==> src/rtl/xs_rst_seq_pkg.sv <==
// xs_rst_seq_pkg: sequencer state encoding and counter width helper.
package xs_rst_seq_pkg;
  typedef enum logic [2:0] {
    PERST_HOLD = 3'd0,
    WAIT_CALIB = 3'd1,
    DEV_WAIT   = 3'd2,
    WAIT_BTN   = 3'd3,
    CPU_WAIT   = 3'd4,
    CPU_RUN    = 3'd5,
    ERROR      = 3'd7
  } seq_state_e;

  function automatic int cnt_w(input int a, input int b, input int c, input int d);
    int m;
    m = a > b ? a : b;
    m = m > c ? m : c;
    m = m > d ? m : d;
    return $clog2(m + 1);
  endfunction
endpackage

==> src/rtl/xs_btn_debounce.sv <==
// xs_btn_debounce: button synchronizer and debouncer with release/press pulses.
module xs_btn_debounce #(
  parameter int DEBOUNCE_CYC = 50000
) (
  input  logic clk_i,
  input  logic rst_ni,
  input  logic btn_n_i,
  output logic rflag_o,
  output logic fflag_o
);
  localparam int W = $clog2(DEBOUNCE_CYC + 1);
  logic [1:0]   sync_q;
  logic [W-1:0] cnt_q;
  logic         db_q, rflag_q, fflag_q, hit;
  // the count only runs while the synchronized sample disagrees with the debounced value
  assign hit = (sync_q[1] != db_q) && (cnt_q == W'(DEBOUNCE_CYC - 1));
  always_ff @(posedge clk_i or negedge rst_ni) begin
    if (!rst_ni) begin
      sync_q  <= 2'b11;
      cnt_q   <= '0;
      db_q    <= 1'b1;
      rflag_q <= 1'b0;
      fflag_q <= 1'b0;
    end else begin
      sync_q  <= {sync_q[0], btn_n_i};
      cnt_q   <= (sync_q[1] == db_q || hit) ? '0 : cnt_q + 1'b1;
      db_q    <= hit ? sync_q[1] : db_q;
      rflag_q <= hit & sync_q[1];
      fflag_q <= hit & ~sync_q[1];
    end
  end
  assign rflag_o = rflag_q;
  assign fflag_o = fflag_q;
endmodule

==> src/rtl/xs_rst_sequencer.sv <==
// xs_rst_sequencer: board reset sequencing PERST#, DDR calib, uncore, CPU/PHY.
module xs_rst_sequencer
  import xs_rst_seq_pkg::*;
#(
  parameter int PERST_DLY     = 1000,
  parameter int CALIB_TIMEOUT = 5000000,
  parameter int DEV_DLY       = 100,
  parameter int CPU_DLY       = 100,
  parameter int DEBOUNCE_CYC  = 50000,
  parameter int AUTO_BOOT     = 0
) (
  input  logic       sys_clk_i,
  input  logic       sys_rstn,
  input  logic       vio_rst_req,
  input  logic       btn_cpu_n,
  input  logic       init_calib_complete,
  output logic       perst_n,
  output logic       dev_rstn,
  output logic       cpu_rstn,
  output logic       phy_reset,
  output logic [2:0] seq_state,
  output logic       calib_err
);
  localparam int CNT_W = cnt_w(PERST_DLY, CALIB_TIMEOUT, DEV_DLY, CPU_DLY);
  seq_state_e       state_q, state_d;
  logic [CNT_W-1:0] cnt_q, cnt_d;
  logic [1:0]       vio_q, cal_q;
  logic             vio_s, cal_s, rflag, fflag;
  logic             perst_q, dev_q, cpu_q, err_q;
  assign vio_s = vio_q[1];
  assign cal_s = cal_q[1];

  xs_btn_debounce #(.DEBOUNCE_CYC(DEBOUNCE_CYC)) u_btn (
    .clk_i   (sys_clk_i),
    .rst_ni  (sys_rstn),
    .btn_n_i (btn_cpu_n),
    .rflag_o (rflag),
    .fflag_o (fflag)
  );

  always_comb begin
    state_d = state_q;
    case (state_q)
      PERST_HOLD: state_d = cnt_q == CNT_W'(PERST_DLY - 1) ? WAIT_CALIB : PERST_HOLD;
      WAIT_CALIB: state_d = cal_s ? DEV_WAIT : cnt_q == CNT_W'(CALIB_TIMEOUT - 1) ? ERROR : WAIT_CALIB;
      DEV_WAIT:   state_d = cnt_q == CNT_W'(DEV_DLY - 1) ? WAIT_BTN : DEV_WAIT;
      WAIT_BTN:   state_d = (rflag || AUTO_BOOT != 0) ? CPU_WAIT : WAIT_BTN;
      CPU_WAIT:   state_d = cnt_q == CNT_W'(CPU_DLY - 1) ? CPU_RUN : CPU_WAIT;
      CPU_RUN:    state_d = fflag ? WAIT_BTN : CPU_RUN;
      default:    state_d = state_q;
    endcase
    if (!cal_s && state_q inside {DEV_WAIT, WAIT_BTN, CPU_WAIT, CPU_RUN}) state_d = ERROR;
    if (vio_s) state_d = PERST_HOLD;
    cnt_d = (vio_s || state_d != state_q) ? '0 : (&cnt_q ? cnt_q : cnt_q + 1'b1);
  end

  always_ff @(posedge sys_clk_i or negedge sys_rstn) begin
    if (!sys_rstn) begin
      vio_q   <= 2'b00;
      cal_q   <= 2'b00;
      state_q <= PERST_HOLD;
      cnt_q   <= '0;
      perst_q <= 1'b0;
      dev_q   <= 1'b0;
      cpu_q   <= 1'b0;
      err_q   <= 1'b0;
    end else begin
      vio_q   <= {vio_q[0], vio_rst_req};
      cal_q   <= {cal_q[0], init_calib_complete};
      state_q <= state_d;
      cnt_q   <= cnt_d;
      perst_q <= state_d != PERST_HOLD;
      dev_q   <= state_d inside {WAIT_BTN, CPU_WAIT, CPU_RUN};
      cpu_q   <= state_d == CPU_RUN;
      err_q   <= state_d == ERROR;
    end
  end

  assign perst_n   = perst_q;
  assign dev_rstn  = dev_q;
  assign cpu_rstn  = cpu_q;
  assign phy_reset = cpu_q;
  assign seq_state = state_q;
  assign calib_err = err_q;
endmodule

==> config.mk <==
export PLATFORM = sky130hd
export DESIGN_NAME = xs_rst_sequencer
export DESIGN_NICKNAME = d
export VERILOG_FILES = /design/src/rtl/xs_rst_seq_pkg.sv /design/src/rtl/xs_btn_debounce.sv /design/src/rtl/xs_rst_sequencer.sv
export SDC_FILE = /design/constraint.sdc
export NUM_CORES = 1
export LEC_CHECK = 0
export CAP_MARGIN = 20
export CORE_ASPECT_RATIO = 1.2
export CORE_MARGIN = 3
export CORE_UTILIZATION = 55
export CTS_BUF_LIST = sky130_fd_sc_hd__clkbuf_4
export DETAILED_ROUTE_END_ITERATION = 10
export GPL_TIMING_DRIVEN = 0
export PLACE_DENSITY = 0.74
export SLEW_MARGIN = 20
export SYNTH_ARGS = -nofsm -noshare
export SYNTH_HDL_FRONTEND = slang
export SYNTH_HIERARCHICAL = 1
export SYNTH_SLANG_ARGS = --single-unit
==> constraint.sdc <==
create_clock -name sys_clk_i -period 3.9 [get_ports sys_clk_i]
set_input_delay 0.78 -clock sys_clk_i [delete_from_list [all_inputs] [get_ports sys_clk_i]]
set_output_delay 0.78 -clock sys_clk_i [all_outputs]
set_load 0.005 [all_outputs]
Yosys cells after proc, flatten, opt, wreduce, memory -nomap -nowiden
Index checks and enable logic that the tools add are counted.
- add/sub/neg operators: 2
- multipliers: 0
- divide/modulo/power cells: 0
- $lt $le $gt $ge: 0
- eq/ne operators: 17
- shift operators: 0
- muxes and demuxes: 13
- bitwise logic cells: 3
- reductions and logical operators: 10
- operators with widths (operator ; number):
    $mux W23 ; 2
    $add A23 B1 Y23 const B ; 1
    $eq A23 B10 Y1 const B ; 1
    $eq A23 B23 Y1 const B ; 1
    $eq A23 B7 Y1 const B ; 1
    $reduce_and A23 Y1 ; 1
    $mux W3 ; 6
    $pmux W3 S6 ; 1
    $add A16 B1 Y16 const B ; 1
    $eq A16 B16 Y1 const B ; 1
    $mux W16 ; 1
    $eq A3 B3 Y1 const B ; 5
    $eq A3 B2 Y1 const B ; 3
    $reduce_bool A3 Y1 ; 2
    $reduce_bool A4 Y1 ; 1
    $eq A3 B1 Y1 const B ; 1
    $logic_not A3 Y1 ; 1
    $mux W1 ; 3
    $ne A3 B3 Y1 ; 1
    $and A1 B1 Y1 ; 2
    $logic_and A1 B1 Y1 ; 2
    $logic_or A1 B1 Y1 ; 2
    $ne A2 B2 Y1 const B ; 1
    $eq A1 B1 Y1 ; 1
    other kinds (3) ; 3
- bits in registers: 55
- bits in latches: 0
- memory bits (writable): 0
- ROM bits: 0
- input bits: 5
- output and inout bits: 8
- logic and storage cells: 58
- memories: 0

Depth between registers and ports, before layout
Gate-level depths: netlist of the first run.
- depth in word-level cells: 9
- mapped depth: 8
- depth with buffers taken out: 7

Hierarchy
Netlist of the first run, hierarchy kept.
- modules (own cells, without submodules) (module ; times used ; cells an instance ; area each (um^2) ; sequential area each (um^2)):
    xs_rst_sequencer ; 1 ; 198 ; 1886.8 ; 850.8
    xs_btn_debounce ; 1 ; 90 ; 988.4 ; 529.3

Worst setup path before layout of the first run
No wires, ideal clock.
- kind: reg2reg
- from: register state_q[1] (netlist: seq_state[1])
- to: register, netlist name cnt_q[22]
- setup time: 0.119 ns
- arrival time: 2.139 ns
- data required time: 3.781 ns
- path slack: 1.641 ns
- cell stages (with the launch flop): 9
- buffers on the path: 2
- clock period less this slack: 2.259 ns
- path through: dfrtp_1 > clkbuf_1 > nand2b_1 > a2111o_1 > a2111oi_4 > nor2_1 > o221ai_2 > buf_6 > nor2_1
- RTL lines (element ; line ; text):
    start: declaration ; xs_rst_sequencer.sv:25 ; seq_state_e state_q, state_d;
    start signal: assignment ; xs_rst_sequencer.sv:70 ; state_q <= state_d;

==> results of run 1 <==
cell usage after synthesis, types with 3 or more instances:
library cell,n
nand3_1,15
dfrtp_1,52
nor4_1,10
and4_1,6
nor3b_1,5
xnor2_1,16
inv_1,3
nand2_1,14
buf_6,3
clkbuf_1,5
ha_1,4
xor2_1,18
nand2b_1,4
nor2_1,53
buf_2,4
and3_1,4
nor3_1,6
nand4_1,19
dfstp_2,3
a21oi_1,4
cells in the final DEF, fill, tap and decap left out, types with 5 or more instances in the layout:
master and instances:
nor2_1 53, dfrtp_1 52, nand4_1 19, xor2_1 18, xnor2_1 16, nand3_1 15, nand2_1 14, clkdlybuf4s50_1 11
nor4_1 10, and4_1 6, nor3_1 6, clkbuf_1 5, nor3b_1 5, clkbuf_4 5
sequential cells by signal, summed over array words and instances, names as in the netlist:
name,flops
u_btn/rflag_o,1
cnt_q,23
calib_err,1
dev_rstn,1
u_btn/db_q,1
cpu_rstn,1
seq_state,3
u_btn/cnt_q,16
u_btn/sync_q,2
u_btn/fflag_o,1
cal_q,2
perst_n,1
vio_q,2
area by class of cell:
class                           instances  share of cell area, %
Buffer                                 14                   2.80
Tap cell                               60                   2.40
Multi-Input combinational cell        216                   44.6
Timing Repair Buffer                   12                   3.75
Clock inverter                          3                  0.879
Sequential cell                        55                   44.0
Inverter                                3                  0.359
Clock buffer                            5                   1.20
per-layer routing:
metal,vias up,track usage (%)
met1,1061,24.2
met2,31,33.6
met5,-,0
met4,0,7.86
met3,9,4.03
li1,1069,-
stage by stage:
step                std cells  setup slack (ps)  power [mW]
finish                    368              1320       0.896
global route              368              1110       0.934
CTS                       368              1290       0.910
detailed placement        360              1330       0.637
global placement          360               462       0.636
floorplan                 288              1640       0.615
report_power, final:
group	switching, mW	internal [mW]
Sequential	0.00960	0.580
Clock	0.193	0.0774
Combinational	0.0230	0.0134
Total	0.226	0.670
worst min-delay path by stage:
stage | start | to | slack [ps] | cells after the start
after floorplan | cal_q[0]$_DFF_PN0_ | cal_q[1]$_DFF_PN0_ | 330 | 0
after global placement | vio_q[0]$_DFF_PN0_ | vio_q[1]$_DFF_PN0_ | 330 | 0
after detailed placement | cal_q[0]$_DFF_PN0_ | cal_q[1]$_DFF_PN0_ | 340 | 0
after CTS | cal_q[0]$_DFF_PN0_ | cal_q[1]$_DFF_PN0_ | 370 | 0
after global routing | u_btn/sync_q[0]$_DFF_PN1_ | u_btn/sync_q[1]$_DFF_PN1_ | 380 | 0
final | cal_q[0]$_DFF_PN0_ | cal_q[1]$_DFF_PN0_ | 370 | 0
cells by family (layout without fill, tap and decap cells):
kind of cell / after synthesis / count (layout) / synth area share, %
AOI/OAI and AO/OA: 24 / 24 / 7.09
xor gates and xnor gates: 34 / 34 / 10.4
buffers and inverters: 17 / 37 / 3.44
and+or+nand+nor: 153 / 153 / 29.0
muxes: 1 / 1 / 0.392
DFF: 55 / 55 / 48.0
adders and majority gates: 4 / 4 / 1.74
==> reports/qor.txt, run 1 <==
status: finished, final reports clean
clock latency on the worst-skew pair: 390 ps
Hold WS: 369 ps
Core Util, Final: 62.5%
post-synthesis cell area: 2880 sq um
First-pass DRT Iterations: 4
MaxCap Viol Count: 0
initial core utilization: 57.4%
WP data arrival: 2870 ps
gr usage total: 19.7%
Clock Skews: 10.6 ps
critical path type: flip-flop to flip-flop
Hold Fails Final Rpt: 0
CP required: 4190 ps
clock tree buffer depth: 2
CP max stage delay: 480 ps
Clock transition at path regs: 170 ps
Avg WL per Cell: 14.8 microns
area occupied by multi-input gates: 1400 sq um
Placed Area: 3070 sq um
met2 wire length: 2800 microns
Die ar.: 6140 sq um
worst hold path type: flip-flop to flip-flop
Levels on crit path: 8
die width: 72.0 microns
Routed Antenna Nets: 0
Main synth FF type: dfrtp_1
RSZ-0062 raised after global routing: false
CTS Hold Bufs: 0
critical path's slowest cell: a2111o_1
vias in the first global route: 2,090
Static Leakage: 1.29 nW
largest net degree at the start of global routing: 56
EDFF count, synth: 0
Post-synth ARST share: 100%
library cells used by synthesis: 53
CTS tree: built
Setup crit end kind: flip-flop
register area share after synthesis: 48.0%
Placer Congestion: 0.809
synth warn: 6
crit share post-route: 66.2%
share of layout cells above drive strength 1: 9.42%
worst setup path endpoint: cnt_q[18]$_DFFE_PN0P_
Final HPWL DP: 3880 microns
Reg-to-Reg End: cnt_q[18]$_DFFE_PN0P_
Max VDD drop: 0.000190 V
routed vias/inst: 5.90
core box area: 5010 sq um
Syn Area/Cell: 9.98 sq um
Tmin final: 2580 ps
post-synth top area cell: dfrtp_1
critical-path cell list: clkbuf_1 > nand2b_1 > a2111o_1 > a2111oi_4 > nor2_1 > o221ai_2 > buf_6 > nor2_1
drc violations: 0
Cell Pwr Density: 286 nW/um^2
R2R Setup Slk: 1320 ps
Detailed Route Iter0 Violations: 114
Reg2Reg Depth: 8
post-synthesis cell count: 288
crit-path most repeated cell: nor2_1
Sink Count: 55
antenna fix cells: 0
Max Used Layer: met4
CP max FO: 10
GRT Residual Overflow: 0
final instance area: 3130 sq um
initial antenna violation count: 0
PortBufs: 12
largest delay contributor family on the critical path: compound AO/OA/AOI/OAI gates
Post-Syn Nets: 297
fmax: 0.387 GHz
area grow syn2layout: 8.96%
Post CTS Setup Buffer Count: 0
Ports: 13
nets@finish: 316
metal3 WL: 141 microns
cts repair resizes: 0
drt total wl: 5440 microns
CP Launch Type: flip-flop
Root Driver: clkbuf_4
Setup Total Neg Slack: 0 ps
Fillers: 436
Worst Max-Slew Pin Slew: 737 ps
CP startpoint: seq_state[1]$_DFF_PN0_
num rows: 28
Slew HR: 50.4%
Reg area: 1380 sq um
H-tree levels: 2
CTS buffer count: 5
number of buffer and inverter stages on the critical path: 2
Slew Limit Fails: 0
share of the synthesized area in the top cell type: 45.3%
RR Startpoint: seq_state[1]$_DFF_PN0_
wl on met1: 2390 microns
Setup-failing EPs final: 0
most area-consuming cells after synthesis: dfrtp_1, nor2_1, xor2_1
first-pass GRT wire length: 9500 microns
Die Y: 85.2 microns
Yosys reg bits: 55
routed via count: 2,170
No activity file was read; power rests on OpenSTA's default activity.
==> run 2, diff against run 1 <==
Settings changed: PLACE_DENSITY 0.74 to 0.76.
Clock period 3.9 ns to 2.3 ns, I/O delays scaled along.
==> run 2 against run 1 <==
Net effect: die area is the same; utilization grew 4.0 points; highest routed layer unchanged; sequential cell count is the same; clock power grew 90%; worst setup slack lost 1300 ps; count of clock-buffer cells in the layout is the same; wire length grew 5.5%; sequential share of layout area shrank 2.5 points; total power grew 77%.
==> reports/qor.txt, run 2 (synthesis results as in run 1) <==
status: finished, final reports clean
vias in the first global route: 2,156 (+3.2%)
WP data arrival: 2560 ps (-310 ps)
Cell Pwr Density: 475 nW/um^2 (+66%)
critical path type: flip-flop to flip-flop
Sink Count: 55 (unchanged)
Max VDD drop: 0.000428 V (+130%)
Placed Area: 3070 sq um (unchanged)
met2 Resource Use GR: 34.8% (+1.2 points)
most common cell after layout, fill and taps aside: nor2_1
Detailed Route Iter0 Violations: 160 (+40%)
Static Leakage: 1.40 nW (+8.3%)
CTS Hold Bufs: 0 (unchanged)
Setup-failing EPs final: 0 (unchanged)
Clock Skews: 23.9 ps (+13.3 ps)
Routed Antenna Nets: 0 (unchanged)
Avg WL per Cell: 15.0 microns (+1.4%)
routed vias/inst: 5.89 (about the same)
GR Layer Usage met1: 23.9% (-0.27 points)
area grow syn2layout: 15.9%
crit share post-route: 99.7% (+33 points)
Setup Total Neg Slack: 0 ps (unchanged)
most flop-heavy register: cnt_q
Final WS setup: 7.08 ps (-1310 ps)
max reg flops: 23 (unchanged)
CP required: 2560 ps (-1630 ps)
clock tree buffer depth: 2 (unchanged)
most frequent cells in the layout: nor2_1, dfrtp_1, nand4_1
Final HPWL DP: 3880 microns (about the same)
Top Usage Layer GRT: met2
CTS buffer count: 5 (unchanged)
GRT Residual Overflow: 0 (unchanged)
Root Driver: clkbuf_4
final instance area: 3330 sq um (+6.4%)
worst hold path type: primary input to asynchronous set/reset pin
Worst Max-Slew Pin Slew: 689 ps (-48.5 ps)
clock latency on the worst-skew pair: 380 ps (about the same)
Setup crit end kind: flip-flop
Fillers: 412 (-5.5%)
initial antenna violation count: 0 (unchanged)
Die ar.: 6140 sq um (unchanged)
first-pass GRT wire length: 9650 microns (+1.6%)
Slew HR: 53.6% (+3.3 points)
drt total wl: 5740 microns (+5.5%)
Slew Limit Fails: 0 (unchanged)
drc violations: 0 (unchanged)
die width: 72.0 microns (unchanged)
fmax: 0.436 GHz (+13%)
gr usage total: 19.8% (+0.094 points)
Ports: 13 (unchanged)
share of layout cells above drive strength 1: 17.3% (+7.9 points)
CTS tree: built
H-tree levels: 2 (unchanged)
core box area: 5010 sq um (unchanged)
CP max FO: 7 (-3)
routed via count: 2,257 (+4.0%)
initial core utilization: 57.4% (unchanged)
Placer Congestion: 0.839 (+3.7%)
nets@finish: 331 (+4.7%)
RSZ-0062 raised after global routing: true
Tmin final: 2290 ps (-289 ps)
Die Y: 85.2 microns (unchanged)
antenna fix cells: 0 (unchanged)
CP Launch Type: flip-flop
PortBufs: 12 (unchanged)
num rows: 28 (unchanged)
Place WS: -279 ps (-1600 ps)
Hold Fails Final Rpt: 0 (unchanged)
largest net degree at the start of global routing: 56 (unchanged)
Clock transition at path regs: 160 ps (about the same)
First-pass DRT Iterations: 4 (unchanged)
MaxCap Viol Count: 0 (unchanged)
grt met3 use: 4.03% (unchanged)
[run 2: where the power goes]
| group | internal (mW) | leakage [nW] | switching [mW] |
|---|---|---|---|
| clock network | 0.224 | 0.0426 | 0.290 |
| registers | 0.983 | 0.737 | 0.0155 |
| logic | 0.0277 | 0.623 | 0.0419 |
| total | 1.23 | 1.40 | 0.347 |
[run 2: final timing paths]
| path | depth (start not counted) | start | to | slack, ps |
|---|---|---|---|---|
| max | 9 | seq_state[1]$_DFF_PN0_ | cnt_q[16]$_DFFE_PN0P_ | 7 |
| min | 1 | sys_rstn | seq_state[1]$_DFF_PN0_ | 90 |
| max reg2reg | 9 | seq_state[1]$_DFF_PN0_ | cnt_q[16]$_DFFE_PN0P_ | 7 |
| min reg2reg | 0 | cal_q[0]$_DFF_PN0_ | cal_q[1]$_DFF_PN0_ | 350 |
| max in group asynchronous | 1 | sys_rstn | cnt_q[14]$_DFFE_PN0P_ | 1720 |
| min in group sys_clk_i | 0 | cal_q[0]$_DFF_PN0_ | cal_q[1]$_DFF_PN0_ | 350 |
[run 2: repair_timing]
item / in CTS / in global routing
cloned: 1 / 0
setup buffers: 8 / 9
endpoints found under the setup margin: 23 / 23
gates resized for setup: 7 / 11
pin swaps: 3 / 5
[run 2: per-stage QoR]
stage          hold slack (ps)  utilization, %  instances  power (mW)
2_1_floorplan              164               -        288        1.04
6_report                  89.3            66.5        383        1.58
3_3_place_gp               334            61.3        360        1.08
5_1_grt                    121            66.5        383        1.65
4_1_cts                    110            64.6        377        1.60
3_5_place_dp               340            61.2        360        1.08
[run 2: cell type report]
class                           count  area, sq um  area share, %
Buffer                             12         87.6           2.63
Clock buffer                        5         37.5           1.13
Clock inverter                      3         38.8           1.16
Inverter                            3         11.3          0.338
Multi-Input combinational cell    216         1450           43.6
Sequential cell                    55         1390           41.6
Tap cell                           60         75.1           2.25
Timing Repair Buffer               29          243           7.29
[run 2: layer usage]
metal | vias up | wire length (microns) | part of all wire (%)
met4 | 0 | 95 | 1.7
li1 | 1097 | - | -
met5 | - | 0 | 0
met2 | 49 | 2940 | 51
met1 | 1101 | 2490 | 43
met3 | 10 | 203 | 3.5
[run 2: worst max-delay path, stage by stage (launching register included)]
cell       delay (ps)
dfrtp_1           440
buf_8             140
nand2b_4          130
a2111o_1          440
a2111oi_4         310
nor2_1            100
o221ai_2          260
buf_4             190
buf_6             120
nor2_1             50
==> run 3, diff against run 2 <==
Settings changed: PLACE_DENSITY 0.76 to 0.74, SKIP_CTS_REPAIR_TIMING from default to 1.
Clock period 2.3 ns to 2.2 ns, I/O delays scaled along.
==> run 3 against run 2 <==
Net effect: the flow now finishes with violations (negative setup slack); utilization is 2.3 points higher; wire length is 5.2% higher; clock power is 6.2% lower; non-clock buffer count is 2 higher; combinational power is 26% higher; sequential power is 4% higher; register-to-register slack worse by 50 ps; fmax is 2.0% higher; sequential cell count stayed put; final area is 3.5% higher.
==> reports/qor.txt, run 3 (synthesis results as in run 1) <==
H-tree levels: 2 (unchanged)
critical-path cell list: or3b_1 > a2111o_1 > a2111oi_4 > nor2_2 > o221ai_4 > buf_12 > buf_6 > nor2_2
number of buffer and inverter stages on the critical path: 2 (-1)
Slew Limit Fails: 0 (unchanged)
critical path's slowest cell: dfrtp_2
CP Launch Type: flip-flop
largest net degree at the start of global routing: 56 (unchanged)
WP data arrival: 2530 ps (-30 ps)
MaxCap Viol Count: 0 (unchanged)
Slew HR: 55.7% (+2.1 points)
Total Power: 1.61 mW (+1.9%)
First-pass DRT Iterations: 5 (+1)
Final HPWL DP: 3890 microns (+0.27%)
Cell Pwr Density: 467 nW/um^2 (-1.5%)
Die Y: 85.2 microns (unchanged)
first-pass GRT wire length: 9960 microns (+3.1%)
max reg flops: 23 (unchanged)
Avg WL per Cell: 15.7 microns (+4.6%)
Setup Total Neg Slack: -619 ps (-619 ps)
die width: 72.0 microns (unchanged)
clock latency on the worst-skew pair: 380 ps (about the same)
CP max stage delay: 450 ps (about the same)
routed vias/inst: 6.01 (+2.0%)
area grow syn2layout: 19.9%
initial core utilization: 57.4% (unchanged)
Detailed Route Iter0 Violations: 217 (+36%)
Tmin final: 2250 ps (-45.7 ps)
status: complete, but fails checks
Root Driver: clkbuf_4
Worst Max-Slew Pin Slew: 665 ps (-24.5 ps)
CTS buffer count: 5 (unchanged)
gr usage total: 20.1% (+0.27 points)
worst hold path type: primary input to asynchronous set/reset pin
Core Util, Final: 68.8% (+2.3 points)
largest delay contributor family on the critical path: compound AO/OA/AOI/OAI gates
Final WS setup: -47.2 ps (-54.3 ps)
failing checks: negative setup slack
PortBufs: 12 (unchanged)
Sink Count: 55 (unchanged)
placed insts: 360 (unchanged)
crit-path most repeated cell: nor2_2
critical path type: flip-flop to flip-flop
most flop-heavy register: cnt_q
CP max FO: 7 (unchanged)
core box area: 5010 sq um (unchanged)
most frequent cells in the layout: dfrtp_1, nor2_1, nand4_1
Static Leakage: 1.42 nW (+1.3%)
Hold Fails Final Rpt: 0 (unchanged)
Routed Antenna Nets: 0 (unchanged)
Max VDD drop: 0.000310 V (-28%)
share of layout cells above drive strength 1: 24.3% (+7.0 points)
clock tree buffer depth: 2 (unchanged)
Setup-failing EPs final: 21 (+21)
Placer Congestion: 0.802 (-4.4%)
Clock Skews: 12.1 ps (-11.8 ps)
routed via count: 2,315 (+2.6%)
Setup crit end kind: flip-flop
nets@finish: 333 (+0.60%)
Die ar.: 6140 sq um (unchanged)
crit share post-route: 102% (+2.5 points)
GRT Residual Overflow: 0 (unchanged)
Ports: 13 (unchanged)
antenna fix cells: 0 (unchanged)
CTS tree: built
fmax: 0.445 GHz (+2.0%)
most common cell after layout, fill and taps aside: dfrtp_1
drc violations: 0 (unchanged)
RSZ-0062 raised after global routing: true
num rows: 28 (unchanged)
Clock transition at path regs: 170 ps (about the same)
CP required: 2480 ps (-80 ps)
initial antenna violation count: 0 (unchanged)
final cell count without fillers: 385 (+0.52%)
drt total wl: 6030 microns (+5.2%)
vias in the first global route: 2,226 (+3.2%)
run 3: area by class of cell:
type	count	area, sq um
Tap cell	60	75.1
Buffer	13	104
Clock inverter	3	26.3
Timing Repair Buffer	30	277
Sequential cell	55	1390
Multi-Input combinational cell	216	1530
Inverter	3	11.3
Clock buffer	5	37.5
Fill cell	396	1560
run 3: stage by stage:
| step | setup slack [ps] | hold WS (ps) | cell area (sq um) |
|---|---|---|---|
| 6_report | -47.2 | 68.4 | 3450 |
| 5_1_grt | -112 | 96.1 | 3450 |
| 4_1_cts | -346 | 79.5 | 3130 |
| 3_5_place_dp | -323 | 336 | 3070 |
| 3_3_place_gp | -868 | 332 | 3070 |
| 2_1_floorplan | 32.5 | 144 | 2880 |
run 3: path summary, 6_finish.rpt:
path                       slack [ps]                 startpoint  cells after the start                        end
setup reg to reg                  -50       cnt_q[2]$_DFFE_PN0P_                      8      cnt_q[18]$_DFFE_PN0P_
hold reg to reg                   370  u_btn/sync_q[0]$_DFF_PN1_                      0  u_btn/sync_q[1]$_DFF_PN1_
hold / removal                     70                   sys_rstn                      1      cnt_q[10]$_DFFE_PN0P_
setup / recovery                  -50       cnt_q[2]$_DFFE_PN0P_                      8      cnt_q[18]$_DFFE_PN0P_
max in group asynchronous        1640                   sys_rstn                      1      cnt_q[14]$_DFFE_PN0P_
min in group sys_clk_i            370  u_btn/sync_q[0]$_DFF_PN1_                      0  u_btn/sync_q[1]$_DFF_PN1_
run 3: where the power goes:
group,total [mW],switching (mW),internal (mW),leakage [nW]
sequential,1.04,0.0149,1.03,0.737
combinational,0.0876,0.0505,0.0371,0.648
clock,0.482,0.343,0.138,0.0366
total,1.61,0.409,1.20,1.42
run 3: metal layers:
metal,track usage (%),vias up,part of all wire [%]
met5,0,-,0
met1,24.9,1151,42
met3,3.55,14,2.9
met4,5.30,0,2.2
li1,-,1103,-
met2,35.6,47,53
